`src/rtl/obi_pkg.sv`:
```
// Shared OBI bus payload types and the copy-master FSM state encoding.
package obi_pkg;

    localparam int unsigned OBI_ADDR_W     = 32;
    localparam int unsigned OBI_DATA_W     = 32;
    localparam int unsigned OBI_BE_W       = OBI_DATA_W / 8;
    localparam int unsigned OBI_WORD_BYTES = 4;

    typedef struct packed {
        logic                  req;
        logic                  we;
        logic [OBI_BE_W-1:0]   be;
        logic [OBI_ADDR_W-1:0] addr;
        logic [OBI_DATA_W-1:0] wdata;
    } obi_req_t;

    typedef struct packed {
        logic                  gnt;
        logic                  rvalid;
        logic [OBI_DATA_W-1:0] rdata;
    } obi_resp_t;

    typedef enum logic [2:0] {
        IDLE    = 3'd0,
        RD_REQ  = 3'd1,
        RD_WAIT = 3'd2,
        WR_REQ  = 3'd3,
        WR_WAIT = 3'd4,
        DONE    = 3'd5
    } obi_copy_state_e;

endpackage

```
`src/rtl/obi_copy_perf_cnt.sv`:
```
// Saturating busy-cycle counter for the copy master, cleared on each accepted start.
module obi_copy_perf_cnt (
    input  logic        clk_i,
    input  logic        rst_ni,
    input  logic        clear_i,
    input  logic        en_i,
    output logic [31:0] cycles_o
);

    always_ff @(posedge clk_i or negedge rst_ni) begin
        if (!rst_ni) begin
            cycles_o <= '0;
        end else if (clear_i) begin
            cycles_o <= '0;
        end else if (en_i && (cycles_o != 32'hFFFF_FFFF)) begin
            cycles_o <= cycles_o + 32'd1;
        end
    end

endmodule

```
`src/rtl/obi_copy_master.sv`:
```
// OBI initiator copying len_i words from src to dst, one transaction at a time.
// Optional busy-cycle counter output cycles_o under OBI_COPY_MASTER_PERF_CNT_EN.
module obi_copy_master
    import obi_pkg::*;
#(
    parameter int unsigned LEN_WIDTH = 16
) (
    input  logic                 clk_i,
    input  logic                 rst_ni,
    input  logic                 start_i,
    input  logic [31:0]          src_addr_i,
    input  logic [31:0]          dst_addr_i,
    input  logic [LEN_WIDTH-1:0] len_i,
    output logic                 busy_o,
    output logic                 done_o,
`ifdef OBI_COPY_MASTER_PERF_CNT_EN
    output logic [31:0]          cycles_o,
`endif
    output obi_req_t             obi_req_o,
    input  obi_resp_t            obi_resp_i
);

    obi_copy_state_e      state_q, state_d;
    logic [31:0]          src_q, src_d;
    logic [31:0]          dst_q, dst_d;
    logic [31:0]          data_q, data_d;
    logic [LEN_WIDTH-1:0] len_q, len_d;
    logic [LEN_WIDTH-1:0] cnt_q, cnt_d;
    obi_req_t             req_q, req_d;
    logic                 busy_q, busy_d;
    logic                 done_q, done_d;

    // Next state, datapath and registered-output pre-computation.
    always_comb begin
        state_d = state_q;
        src_d   = src_q;
        dst_d   = dst_q;
        data_d  = data_q;
        len_d   = len_q;
        cnt_d   = cnt_q;

        unique case (state_q)
            IDLE: begin
                if (start_i) begin
                    src_d   = src_addr_i & ~32'h3;
                    dst_d   = dst_addr_i & ~32'h3;
                    len_d   = len_i;
                    cnt_d   = '0;
                    state_d = (len_i == '0) ? DONE : RD_REQ;
                end
            end
            RD_REQ: begin
                if (obi_resp_i.gnt) state_d = RD_WAIT;
            end
            RD_WAIT: begin
                if (obi_resp_i.rvalid) begin
                    data_d  = obi_resp_i.rdata;
                    state_d = WR_REQ;
                end
            end
            WR_REQ: begin
                if (obi_resp_i.gnt) state_d = WR_WAIT;
            end
            WR_WAIT: begin
                if (obi_resp_i.rvalid) begin
                    src_d   = src_q + 32'(OBI_WORD_BYTES);
                    dst_d   = dst_q + 32'(OBI_WORD_BYTES);
                    cnt_d   = cnt_q + LEN_WIDTH'(1);
                    state_d = (cnt_d == len_q) ? DONE : RD_REQ;
                end
            end
            DONE:    state_d = IDLE;
            default: state_d = IDLE;
        endcase

        // Request fields follow the state being entered so they are stable from its first cycle.
        req_d = '0;
        if (state_d == RD_REQ) begin
            req_d.req  = 1'b1;
            req_d.be   = '1;
            req_d.addr = src_d;
        end else if (state_d == WR_REQ) begin
            req_d.req   = 1'b1;
            req_d.we    = 1'b1;
            req_d.be    = '1;
            req_d.addr  = dst_d;
            req_d.wdata = data_d;
        end

        busy_d = (state_d == RD_REQ) || (state_d == RD_WAIT) ||
                 (state_d == WR_REQ) || (state_d == WR_WAIT);
        done_d = (state_d == DONE);
    end

    always_ff @(posedge clk_i or negedge rst_ni) begin
        if (!rst_ni) begin
            state_q <= IDLE;
            src_q   <= '0;
            dst_q   <= '0;
            data_q  <= '0;
            len_q   <= '0;
            cnt_q   <= '0;
            req_q   <= '0;
            busy_q  <= 1'b0;
            done_q  <= 1'b0;
        end else begin
            state_q <= state_d;
            src_q   <= src_d;
            dst_q   <= dst_d;
            data_q  <= data_d;
            len_q   <= len_d;
            cnt_q   <= cnt_d;
            req_q   <= req_d;
            busy_q  <= busy_d;
            done_q  <= done_d;
        end
    end

    assign obi_req_o = req_q;
    assign busy_o    = busy_q;
    assign done_o    = done_q;

`ifdef OBI_COPY_MASTER_PERF_CNT_EN
    logic start_acc_c;
    assign start_acc_c = (state_q == IDLE) && start_i;

    obi_copy_perf_cnt u_perf_cnt (
        .clk_i    (clk_i),
        .rst_ni   (rst_ni),
        .clear_i  (start_acc_c),
        .en_i     (busy_q),
        .cycles_o (cycles_o)
    );
`endif

endmodule
```
`config.mk`:
```
export PLATFORM = sky130hd
export DESIGN_NAME = obi_copy_master
export DESIGN_NICKNAME = d
export VERILOG_FILES = /design/src/rtl/obi_pkg.sv /design/src/rtl/obi_copy_perf_cnt.sv /design/src/rtl/obi_copy_master.sv
export SDC_FILE = /design/constraint.sdc
export NUM_CORES = 1
export LEC_CHECK = 0
export CORE_MARGIN = 4
export CORE_UTILIZATION = 25
export CTS_CLUSTER_DIAMETER = 60
export DETAILED_ROUTE_END_ITERATION = 10
export SETUP_SLACK_MARGIN = 0.3
export SYNTH_ARGS = -nofsm -noshare
export SYNTH_HDL_FRONTEND = slang
export SYNTH_HIERARCHICAL = 1
export SYNTH_SLANG_ARGS = --single-unit
```
`constraint.sdc`:
```
create_clock -name clk_i -period 5.5 [get_ports clk_i]
set_input_delay 0.825 -clock clk_i [delete_from_list [all_inputs] [get_ports clk_i]]
set_output_delay 0.825 -clock clk_i [all_outputs]
set_load 0.005 [all_outputs]
```
==> flow_metrics.tcl <==
set metrics [dict create \
    status "finished clean" \
    grt_pass1_wl_um 52200 \
    grt_overflow 0 \
    cts.sinks 199 \
    fp.dieW_um 210 \
    power_leakage_uw 0.00531 \
    final_common_cell "dfrtp_1" \
    slew_violations 0 \
    max_cap_viol_count 0 \
    crit_type "flop to flop" \
    cp-startpoint "cnt_q[0]" \
    ir_drop_mv 0.245 \
    core-area_sq_um 40000 \
    cts_buffer_depth 2 \
    p_per_area_nw_per_um2 503 \
    setup_tns_ps 0 \
    rr_startpoint "cnt_q[0]" \
    synth_cells 1087 \
    finalPower_uw 6560 \
    cts-buffers-inserted 17 \
    critPathMaxFanout 24 \
    area_delta_synth_final_pct 28.0 \
    fin_crit_sh 0.670 \
    antenna_cells 0 \
    initial_utilization 0.255 \
    reg2reg_depth 7 \
    grt_pass1_vias 8937 \
    yosys_warnings 6 \
    rows 73 \
    synth_ff_type "dfrtp_1" \
    cts.clk_slew.worst_paths_ps 80 \
    drc 0 \
    die_height_um 210 \
    hold_viol 0 \
    ctsHoldBuffers 0 \
    crit_end "obi_req_o[40]" \
    max_slew.worst_pin.slew_ps 1160 \
    startpoint_type "flop" \
    arrival_ps 4010 \
    crit_required_ps 5820 \
    cts_resized 0 \
    port_buffers 184 \
    die_area_sq_um 44100 \
    clkLatencyLatePin_ps 440 \
    grt_usage 0.150 \
    syn-num-nets 1207 \
    worst_setup_path_end_kind "flop" \
    synth_area_per_cell_sq_um 9.39 \
    yosysUniqueCellTypes 76 \
    io_pins 189 \
    ys_seq_area_frac 0.488 \
    hp-class "input pin to async pin" \
    ys_async_sr_fraction 1.00 \
    cts_tree "done" \
    synth_seq_cells 199 \
    synth_edf_count 0 \
    finalSetupViolCount 0 \
    postRouteAntennaNets 0 \
    first_pass_iters 5 \
    fin_util 0.326 \
    max_freq_mhz 271 \
    drive_gt1_frac 0.0901 \
    drtIter0Drc 663 \
    viasPerCell 5.16 \
    grt_start_max_net_pins 77 \
    drt-total-wl_um 33700 \
    via_count 9067 \
    rsz0062_at_grt "false" \
    period_needed_ps 3690 \
    antenna_found_initial 4 \
    wl_per_cell_um 19.2 \
    finClkSkew_ps 6.00 \
    r2r_setup_slack_ps 1810 \
    timing.hold.ws_ps 412 \
    final_cell_mix "dfrtp_1, clkdlybuf4s50_1, nand2_1" \
    place_hpwl_um 23600 \
    slew_headroom 0.224 \
    rr_endpoint "obi_req_o[40]" \
    place_congestion 0.896 \
    post_cts_buffers 0 \
    synth_area_sq_um 10200 \
    htreeDepth 4 \
    root_buffer "clkbuf_16" \
    num-nets-final 1339 \
]
-- worst max-delay path, cell delays in order (launching register included) --
cell and delay, ps:
dfrtp_1 480, ha_1 360, nand3_2 270, o21a_1 260, or4b_1 500, nor4_2 350, nand4_2 770, a32o_1 570
-- layout make-up --
cell class	count	area, sq um
fillers	4190	26900
repair buffers	199	1950
clock buffers	17	425
well taps	525	657
flip-flops and latches	199	4980
multi-input cells	789	4860
inverters	13	48.8
clock inverters	15	136
-- flip-flops by register name, summed over array words and instances, names as in the netlist --
register   flops
done_o         1
state_q        3
obi_req_o     66
len_q         16
cnt_q         16
src_q         32
busy_o         1
data_q        32
dst_q         32
-- metrics by stage --
stage | setup WS, ps | std cells | instance area [sq um]
floorplan | 2800 | 1087 | 10200
global placement | 1760 | 1725 | 12500
detailed placement | 1720 | 1725 | 12500
CTS | 1820 | 1757 | 13100
global route | 1630 | 1757 | 13100
finish | 1810 | 1757 | 13100
-- synth_stat cells (all sizes together) (4+ instances only) --
| master | count | area (sq um) |
|---|---|---|
| a31oi | 13 | 81.3 |
| nand3 | 45 | 235 |
| mux2 | 33 | 372 |
| a22oi | 9 | 67.6 |
| a31o | 15 | 131 |
| nand2b | 8 | 50.1 |
| nand2 | 125 | 469 |
| or3 | 6 | 37.5 |
| buf | 31 | 159 |
| o22ai | 40 | 250 |
| nor2 | 91 | 344 |
| and4 | 12 | 105 |
| mux2i | 15 | 150 |
| inv | 13 | 48.8 |
| and3 | 48 | 300 |
| and2 | 7 | 43.8 |
| xor2 | 6 | 52.6 |
| a211oi | 4 | 30.0 |
| o31ai | 10 | 75.1 |
| a32o | 15 | 150 |
| nand4 | 28 | 181 |
| o311ai | 4 | 35.0 |
| nor2b | 7 | 51.3 |
| nor3 | 20 | 100 |
| xnor2 | 10 | 87.6 |
| nor4 | 29 | 200 |
| or4 | 5 | 37.5 |
| o211ai | 7 | 52.6 |
| nand3b | 4 | 30.0 |
| clkbuf | 55 | 206 |
| dfrtp | 199 | 4980 |
| nor3b | 5 | 42.5 |
| o21ai | 58 | 290 |
| a21oi | 63 | 315 |
-- worst min-delay path by stage --
| stage | endpoint | from | cells after the start | slack (ps) |
|---|---|---|---|---|
| floorplan | len_q[1] | len_q[1] | 2 | 470 |
| global placement | data_q[3] | data_q[3] | 1 | 480 |
| detailed placement | data_q[11] | data_q[11] | 1 | 480 |
| CTS | src_q[30] | rst_ni | 1 | 440 |
| global route | src_q[30] | rst_ni | 1 | 450 |
| finish | src_q[30] | rst_ni | 1 | 410 |
-- power breakdown --
| part | internal [uW] | switching [uW] |
|---|---|---|
| sequential | 2030 | 542 |
| combinational | 1220 | 1540 |
| clock | 600 | 632 |
-- routing by layer --
metal  GRT usage  vias to the layer above  routed length, um
li1            -                     4280                  -
met1       0.198                     4413              14800
met2       0.235                      307              15500
met3      0.0414                       59               2260
met4      0.0536                        8                990
met5           0                        -                 54
-- logic make-up (layout without fill, tap and decap cells) --
group           Yosys count  count (layout)  synth area share
buf+inv                  99             244            0.0406
fa+ha+maj                 3               3           0.00368
mux                      48              48            0.0511
simple gates            449             449             0.226
compound gates          273             273             0.177
xor+xnor                 16              16            0.0137
flops                   199             199             0.488
Note: power is estimated with default switching activity, not from simulation.
